===== config.mk =====
export PLATFORM = sky130hd
export DESIGN_NAME = fetch_stage_flat
export DESIGN_NICKNAME = d
export VERILOG_FILES = /design/src/rtl/rv_pkg.sv /design/src/rtl/fetch_stage_if.sv /design/src/rtl/fetch_fifo.sv /design/src/rtl/fetch_stage.sv /design/src/flat_wrapper.sv
export SDC_FILE = /design/constraint.sdc
export NUM_CORES = 1
export LEC_CHECK = 0
export BUFFER_PORTS_ARGS = -buffer_cell sky130_fd_sc_hd__buf_2
export CORE_UTILIZATION = 49
export CTS_CLUSTER_DIAMETER = 200
export CTS_CLUSTER_SIZE = 12
export DETAILED_ROUTE_END_ITERATION = 10
export PLACE_DENSITY = 0.76
export SYNTH_ARGS = -nofsm -noshare
export SYNTH_HDL_FRONTEND = slang
export SYNTH_SLANG_ARGS = --single-unit

===== constraint.sdc =====
create_clock -name clk -period 4.4 [get_ports clk]
set_clock_uncertainty 0.2 [all_clocks]
set_input_delay 1.32 -clock clk [delete_from_list [all_inputs] [get_ports clk]]
set_output_delay 1.32 -clock clk [all_outputs]
set_load 0.01 [all_outputs]

===== src/rtl/rv_pkg.sv =====
// Shared fetch-stage definitions: FSM state encoding, reset PC default and
// the fixed instruction step.
package rv_pkg;

  typedef enum logic [1:0] {
    ST_IDLE = 2'd0,
    ST_WAIT = 2'd1,
    ST_DROP = 2'd2
  } fetch_state_t;

  localparam logic [31:0] RESET_PC_DEFAULT = 32'h0000_0000;
  localparam int unsigned INSTR_STEP       = 4;

endpackage


===== src/rtl/fetch_stage_if.sv =====
// Fetch stage bundle: instruction-memory request/response, redirect from
// execute, and the instruction hand-off to decode.
interface fetch_stage_if #(
  parameter int unsigned WD = 32
) ();

  logic          imem_req;
  logic [WD-1:0] imem_addr;
  logic          imem_rvalid;
  logic [WD-1:0] imem_rdata;
  logic          redirect;
  logic [WD-1:0] redirect_pc;
  logic          instr_valid;
  logic          instr_ready;
  logic [WD-1:0] instr;
  logic [WD-1:0] instr_pc;

  modport master (
    output imem_req, imem_addr, instr_valid, instr, instr_pc,
    input  imem_rvalid, imem_rdata, redirect, redirect_pc, instr_ready
  );

  modport slave (
    input  imem_req, imem_addr, instr_valid, instr, instr_pc,
    output imem_rvalid, imem_rdata, redirect, redirect_pc, instr_ready
  );

endinterface


===== src/rtl/fetch_fifo.sv =====
// Circular instruction buffer holding {instruction, pc} pairs; flush empties
// it and wins over a same-cycle push or pop.
module fetch_fifo #(
  parameter int unsigned WD    = 32,
  parameter int unsigned DEPTH = 2
) (
  input  logic          clk,
  input  logic          rst,
  input  logic          push,
  input  logic          pop,
  input  logic          flush,
  input  logic [WD-1:0] wr_instr,
  input  logic [WD-1:0] wr_pc,
  output logic [WD-1:0] rd_instr,
  output logic [WD-1:0] rd_pc,
  output logic          full,
  output logic          empty
);

  localparam int unsigned AW = $clog2(DEPTH);
  localparam int unsigned CW = AW + 1;

  logic [WD-1:0] mem_instr [DEPTH];
  logic [WD-1:0] mem_pc    [DEPTH];
  logic [AW-1:0] wr_ptr;
  logic [AW-1:0] rd_ptr;
  logic [CW-1:0] count;
  logic          push_ok;
  logic          pop_ok;

  assign full    = (count == CW'(DEPTH));
  assign empty   = (count == '0);
  assign push_ok = push && !full;
  assign pop_ok  = pop && !empty;

  assign rd_instr = mem_instr[rd_ptr];
  assign rd_pc    = mem_pc[rd_ptr];

  // DEPTH is a power of two, so pointer overflow is the modulo wrap.
  always_ff @(posedge clk or negedge rst) begin
    if (!rst) begin
      wr_ptr <= '0;
      rd_ptr <= '0;
      count  <= '0;
    end else if (flush) begin
      wr_ptr <= '0;
      rd_ptr <= '0;
      count  <= '0;
    end else begin
      if (push_ok) wr_ptr <= wr_ptr + 1'b1;
      if (pop_ok)  rd_ptr <= rd_ptr + 1'b1;
      case ({push_ok, pop_ok})
        2'b10:   count <= count + 1'b1;
        2'b01:   count <= count - 1'b1;
        default: count <= count;
      endcase
    end
  end

  always_ff @(posedge clk) begin
    if (push_ok && !flush) begin
      mem_instr[wr_ptr] <= wr_instr;
      mem_pc[wr_ptr]    <= wr_pc;
    end
  end

endmodule


===== src/rtl/fetch_stage.sv =====
// Instruction fetch: one outstanding memory request at a time, responses
// buffered for decode, redirect flushes and discards in-flight data.
module fetch_stage
  import rv_pkg::*;
#(
  parameter int unsigned   WD       = 32,
  parameter int unsigned   DEPTH    = 2,
  parameter logic [WD-1:0] RESET_PC = WD'(RESET_PC_DEFAULT)
) (
  input  logic           clk,
  input  logic           rst,
  fetch_stage_if.master  bus
);

  fetch_state_t  state;
  fetch_state_t  state_nxt;
  logic [WD-1:0] fetch_pc;
  logic [WD-1:0] req_pc;
  logic          run;
  logic          issue;
  logic          push;
  logic          pop;
  logic          fifo_full;
  logic          fifo_empty;

  // Holds requests off while reset is asserted; first request follows the
  // first clock edge after release.
  always_ff @(posedge clk or negedge rst) begin
    if (!rst) run <= 1'b0;
    else      run <= 1'b1;
  end

  always_ff @(posedge clk or negedge rst) begin
    if (!rst) state <= ST_IDLE;
    else      state <= state_nxt;
  end

  // IDLE never has a request in flight, so occupancy + outstanding < DEPTH
  // reduces to the buffer not being full.
  always_comb begin
    state_nxt = state;
    issue     = 1'b0;
    push      = 1'b0;
    case (state)
      ST_IDLE: begin
        if (run && !bus.redirect && !fifo_full) begin
          issue     = 1'b1;
          state_nxt = ST_WAIT;
        end
      end
      ST_WAIT: begin
        if (bus.imem_rvalid) begin
          push      = !bus.redirect;
          state_nxt = ST_IDLE;
        end else if (bus.redirect) begin
          state_nxt = ST_DROP;
        end
      end
      ST_DROP: begin
        if (bus.imem_rvalid) state_nxt = ST_IDLE;
      end
      default: state_nxt = ST_IDLE;
    endcase
  end

  always_ff @(posedge clk or negedge rst) begin
    if (!rst) begin
      fetch_pc <= RESET_PC;
      req_pc   <= RESET_PC;
    end else begin
      if (bus.redirect)  fetch_pc <= bus.redirect_pc & ~WD'(3);
      else if (issue)    fetch_pc <= fetch_pc + WD'(INSTR_STEP);
      if (issue)         req_pc   <= fetch_pc;
    end
  end

  assign pop             = !fifo_empty && bus.instr_ready;
  assign bus.imem_req    = issue;
  assign bus.imem_addr   = fetch_pc;
  assign bus.instr_valid = !fifo_empty;

  fetch_fifo #(
    .WD    (WD),
    .DEPTH (DEPTH)
  ) u_fifo (
    .clk      (clk),
    .rst      (rst),
    .push     (push),
    .pop      (pop),
    .flush    (bus.redirect),
    .wr_instr (bus.imem_rdata),
    .wr_pc    (req_pc),
    .rd_instr (bus.instr),
    .rd_pc    (bus.instr_pc),
    .full     (fifo_full),
    .empty    (fifo_empty)
  );

endmodule


===== src/flat_wrapper.sv =====
// flat-port wrapper written by rule: the top's interface ports become plain ports
module fetch_stage_flat import rv_pkg::*;
#(
  parameter int unsigned   WD       = 32,
  parameter int unsigned   DEPTH    = 2,
  parameter logic [WD-1:0] RESET_PC = WD'(RESET_PC_DEFAULT)
)
  (clk, rst, bus_imem_req, bus_imem_addr, bus_instr_valid, bus_instr, bus_instr_pc, bus_imem_rvalid, bus_imem_rdata, bus_redirect, bus_redirect_pc, bus_instr_ready);
  fetch_stage_if #(.WD(WD)) bus_i ();
  input  logic clk;
  input  logic rst;
  output wire logic [$bits(bus_i.imem_req)-1:0] bus_imem_req;
  output wire logic [$bits(bus_i.imem_addr)-1:0] bus_imem_addr;
  output wire logic [$bits(bus_i.instr_valid)-1:0] bus_instr_valid;
  output wire logic [$bits(bus_i.instr)-1:0] bus_instr;
  output wire logic [$bits(bus_i.instr_pc)-1:0] bus_instr_pc;
  input wire logic [$bits(bus_i.imem_rvalid)-1:0] bus_imem_rvalid;
  input wire logic [$bits(bus_i.imem_rdata)-1:0] bus_imem_rdata;
  input wire logic [$bits(bus_i.redirect)-1:0] bus_redirect;
  input wire logic [$bits(bus_i.redirect_pc)-1:0] bus_redirect_pc;
  input wire logic [$bits(bus_i.instr_ready)-1:0] bus_instr_ready;
  assign bus_imem_req = bus_i.imem_req;
  assign bus_imem_addr = bus_i.imem_addr;
  assign bus_instr_valid = bus_i.instr_valid;
  assign bus_instr = bus_i.instr;
  assign bus_instr_pc = bus_i.instr_pc;
  assign bus_i.imem_rvalid = bus_imem_rvalid;
  assign bus_i.imem_rdata = bus_imem_rdata;
  assign bus_i.redirect = bus_redirect;
  assign bus_i.redirect_pc = bus_redirect_pc;
  assign bus_i.instr_ready = bus_instr_ready;
  fetch_stage #(.WD(WD), .DEPTH(DEPTH), .RESET_PC(RESET_PC)) u_core (.clk(clk), .rst(rst), .bus(bus_i));
endmodule

== Yosys cells after proc, flatten, opt, wreduce, memory -nomap -nowiden ==
Memories as Yosys holds them, arrays and structs flattened.
Index checks and enable logic that the tools add are counted.
Storage, ports and cells
  memory bits (writable): 128
  input port bits: 69
  logic and storage cells: 57
  memories: 2
  register bits after elaboration: 71
Memory list
  u_core.u_fifo.mem_instr: words 2, bits a word 32, read ports 1, clocked after Yosys merged registers in 0, wr ports 1, line fetch_fifo.sv:23  | logic [WD-1:0] mem_instr [DEPTH];
  u_core.u_fifo.mem_pc: words 2, bits a word 32, read ports 1, clocked after Yosys merged registers in 0, wr ports 1, line fetch_fifo.sv:24  | logic [WD-1:0] mem_pc [DEPTH];
Cells by class
  eq/ne operators: 8
  reductions and logical operators: 16
  add/subtract/negate cells: 5
  multiplexer cells: 19
Operators with widths (number)
  $mux W32: 2
  $add A32 B3 Y32 const B: 1
  $mux W1: 10
  $mux W2: 5
  $eq A2 B2 Y1 const B: 3
  $logic_and A1 B1 Y1: 6
  $pmux W2 S3: 1
  $reduce_bool A2 Y1: 3
  $eq A2 B1 Y1 const B: 2
  $logic_not A2 Y1: 2
  $pmux W2 S2: 1
  $logic_not A1 Y1: 3
  $ne A3 B3 Y1 const B: 1
  $reduce_and A3 Y1: 1
  $reduce_bool A3 Y1: 1
  $add A1 B1 Y1 const B: 2
  $add A2 B1 Y2 const B: 1
  $ne A2 B1 Y1 const B: 1
  $ne A2 B2 Y1 const B: 1
  $sub A2 B1 Y2 const B: 1

== Longest topological paths before layout ==
  depth after elaboration: 7
  depth in mapped cells: 7
  depth with buffers taken out: 6

== By module ==
From an unflattened synthesis, not the netlist that was laid out.
Unflattened totals
  cell total of the unflattened synthesis: 579
  area, all modules: 7896.3 sq um
Modules (own cells, without submodules)
  fetch_fifo: cells an instance 224, sequential area each 3943.8 sq um, area each 4819.6 sq um, instances 1
  fetch_stage: cells an instance 355, sequential area each 1576.5 sq um, area each 3076.7 sq um, instances 1

== Least setup slack after synthesis ==
Ideal clock, no wire load.
  path kind: input to register
  start: input bus_redirect
  end: memory u_core.u_fifo.mem_instr[0][0], enable pin
  buffers on the path: 0
  arrival time: 4.380 ns
  path slack: -0.662 ns
  required time: 3.717 ns
  cell stages on the path: 3
  path through: nor2_1 nand4_1 nor2_1
On the way
  cells in the longest elaborated chain, start to end: 7
RTL lines
  from (decl): line flat_wrapper.sv:19  | input wire logic [$bits(bus_i.redirect)-1:0] bus_redirect;
  $logic_not A1 Y1 (*): line fetch_fifo.sv:61, fetch_stage.sv:53
  $mux W1: line fetch_stage.sv:52  | if (bus.imem_rvalid) begin
  $mux W1: line fetch_stage.sv:44  | case (state)
  $logic_and A1 B1 Y1: line fetch_fifo.sv:33  | assign push_ok = push && !full;
  $logic_and A1 B1 Y1 (*): line fetch_fifo.sv:61  | if (push_ok && !flush) begin
  $mux W1 (*): line fetch_fifo.sv:61
  $mux W1 (implied by the code) (*): line fetch_fifo.sv:62  | mem_instr[wr_ptr] <= wr_instr;
  to (decl): line fetch_fifo.sv:23
Every way passes the cells marked *; elsewhere a longest branch is shown, timed or not.

== Final worst setup path ==
  start: input bus_redirect
  end: output bus_imem_req
On the way
  cells in the longest elaborated chain, start to end: 5
RTL lines
  $logic_not A1 Y1: line fetch_stage.sv:46  | if (run && !bus.redirect && !fifo_full) begin
  $logic_and A1 B1 Y1 (2 in series): line fetch_stage.sv:46
  $mux W1: line fetch_stage.sv:46
  $mux W1: line fetch_stage.sv:44
  to (decl): line flat_wrapper.sv:12  | output wire logic [$bits(bus_i.imem_req)-1:0] bus_imem_req;
Every way passes these cells.

==> results.yml <==
final_layout:
  synthToLayoutAreaGrowth_pct: 21.00
  layout_commonest_cell: "buf_2"
  drive_gt1_frac: 0.3657
  final_cell_mix: "159 x buf_2, 132 x nand2_1, 124 x edfxtp_1"
  final_nets: 809
  num_antenna_cells: 0
  utilization: 0.6125
  fin_cells: 963
  nFillCells: 1227
place:
  io_buffers: 160
  place_hpwl_mm: 10.18
  place_inst: 931
  finalWeightedCongestion: 0.8259
logic_synthesis:
  ys_types: 48
  ys_seq_area_frac: 0.6966
  syn_avg_cell_area_um2: 13.41
  ys_ff_latch: 191
  synth_flop_cell: "edfxtp_1"
  yosysWarningCount: 0
  async_reset_ff_frac: 0.3508
  syn_area_um2: 7752
  synth_cells: 578
  synth_enable_flop_cells: 124
pwr:
  leakagePower_nw: 3.862
  p_per_area_nw_per_um2: 426.1
  ir_worst_vdd_uv: 262.6
  total_power_mw: 3.997
outcome:
  outcome: "finished, final reports clean"
setup_path:
  crit_path_start_kind: "input port"
  crit_type: "in2out"
  startpoint: "bus_redirect"
  cp.required_ns: 2.88
  reg2reg_from: "u_core.u_fifo.count[0]"
  setup.worst_path.end_class: "output port"
  arrival_ns: 1.95
  path_max_fanout: 3
grt:
  grtUsageTotal: 0.2059
  grt_pass1_wl_mm: 25.70
  first_global_vias: 5000
  antenna_found_initial: 1
  grt_overflow: 0
  grt_start_max_net_pins: 68
detailed_routing:
  drc: 0
  first_iter_violations: 350
  routed_wl_mm: 15.91
  antenna_left: 0
  num_vias: 5113
  first_pass_iters: 5
  viasPerCell: 5.309
  avgRoutedWirePerCell_um: 16.52
worst_hold_path:
  worstHoldPathType: "reg2reg"
  min_from: "u_core.req_pc[19]"
floorplanning:
  rows: 45
  die_h_um: 127.8
  die_x_um: 127.8
  start_util: 0.5062
  ios: 167
  core_um2: 15310
  die_area_um2: 16330
timing:
  relSlewSlack: 0.1923
  fin_tns_setup_ns: 0
  rsz0062_at_grt: "no"
  finalHoldViolCount: 0
  max_freq_mhz: 288.2
  tightestPinTransition_ns: 1.207
  post-route-min-period_ns: 3.469
  fin_crit_sh: 0.7885
  finalMaxSlewViolations: 0
  setup_viol: 0
  whs_ns: 0.2728
clock_network:
  clk_pin_slew_ns: 0.06
  clockRootBuffer: "clkbuf_16"
  cts_tree: "built"
  ctsHoldBuffers: 0
  cts_num_sinks: 191
  postCtsSetupBuffers: 0
  cts-buffers-inserted: 17
  clock_latency_ns: 0.42
  ctsHtreeMaxLevel: 4
  cts_buffer_depth: 2
  cts_resized: 0
flow_run:
  drv_cap: 0
[per-layer routing]
metal,GRT usage,vias to the layer above,share of wire
li1,-,2414,-
met5,0,-,0
met2,0.3149,203,0.47
met3,0.06511,22,0.072
met1,0.2783,2474,0.44
met4,0.07405,0,0.016
[metrics by stage]
| stage | setup WS, ns | instance area (µm²) |
|---|---|---|
| after detailed placement | 0.7856 | 8797 |
| final | 0.9306 | 9380 |
| after global routing | 0.8524 | 9380 |
| after floorplan | -0.6624 | 7764 |
| after global placement | 0.8908 | 8797 |
| after CTS | 0.9168 | 9380 |
[cell families after synthesis]
family,share of synthesized area
compound gates,0.05262
other cells,0.0009687
buf+inv,0.01969
fa+ha+maj,0.001614
simple gates,0.1301
flops,0.6966
mux,0.09280
xor+xnor,0.005650
[area by class of cell]
type,count,area (µm²),share of cell area
multi-input cells,354,2226,0.2373
flip-flops and latches,191,5401,0.5758
clock buffers,20,478.0,0.05095
well taps,211,264.0,0.02814
clock inverters,12,105.1,0.01120
inverters,6,22.52,0.002401
repair buffers,169,883.3,0.09417
[synthesized netlist by cell type, types with 3 or more instances]
library cell    n  area [µm²]
buf_1           6       22.52
nand3b_1        4       30.03
a31oi_1         4       25.02
o311ai_0        9       78.83
nor2_1         19       71.32
dfrtp_1        67        1677
o21ai_0        25       125.1
clkbuf_1       18       67.56
and2_1          3       18.77
a21oi_1         6       30.03
edfxtp_1      124        3724
mux2_2         62       698.2
and3_1          6       37.54
nand2b_1        3       18.77
nand3_1        12       60.06
nor3_1          4       20.02
nor2b_1         8       50.05
buf_4           4       30.03
o211ai_1        4       30.03
inv_1           5       18.77
a21o_1          3       22.52
xnor2_1         3       26.28
nand2_1       132       495.5
nand4_1        12       75.07
[final timing paths]
kind	end	slack (ns)	cells after the start
worst max register to register	u_core.bus.imem_addr[9]	1.57	7
worst min register to register	u_core.u_fifo.mem_pc[0][19]	0.27	0
worst max-delay path	bus_imem_req	0.93	5
max in group asynchronous	u_core.u_fifo.rd_ptr	2.59	1
min in group asynchronous	u_core.bus.imem_addr[23]	0.79	1
worst min-delay path	u_core.u_fifo.mem_pc[0][19]	0.27	0
[state kept, by name, summed over array words and instances (netlist names)]
| register | flops |
|---|---|
| u_core.u_fifo.mem_instr | 64 |
| u_core.u_fifo.mem_pc | 60 |
| u_core.bus.imem_addr | 30 |
| u_core.req_pc | 30 |
| u_core.state | 2 |
| u_core.u_fifo.count | 2 |
| u_core.run | 1 |
| u_core.u_fifo.rd_ptr | 1 |
| u_core.u_fifo.wr_ptr | 1 |
[where the power goes]
group,total [mW],leakage [nW],switching (mW),internal [mW]
registers,2.17,1.96,0.111,2.06
logic,0.335,1.61,0.196,0.139
clock network,1.49,0.292,0.643,0.846
total,4.00,3.86,0.949,3.05
[critical path, stage by stage]
cell	delay [ns]
buf_2	0.11
nor2_1	0.16
nand4b_1	0.16
inv_2	0.08
buf_2	0.12
(Power assumes the default switching activity.)
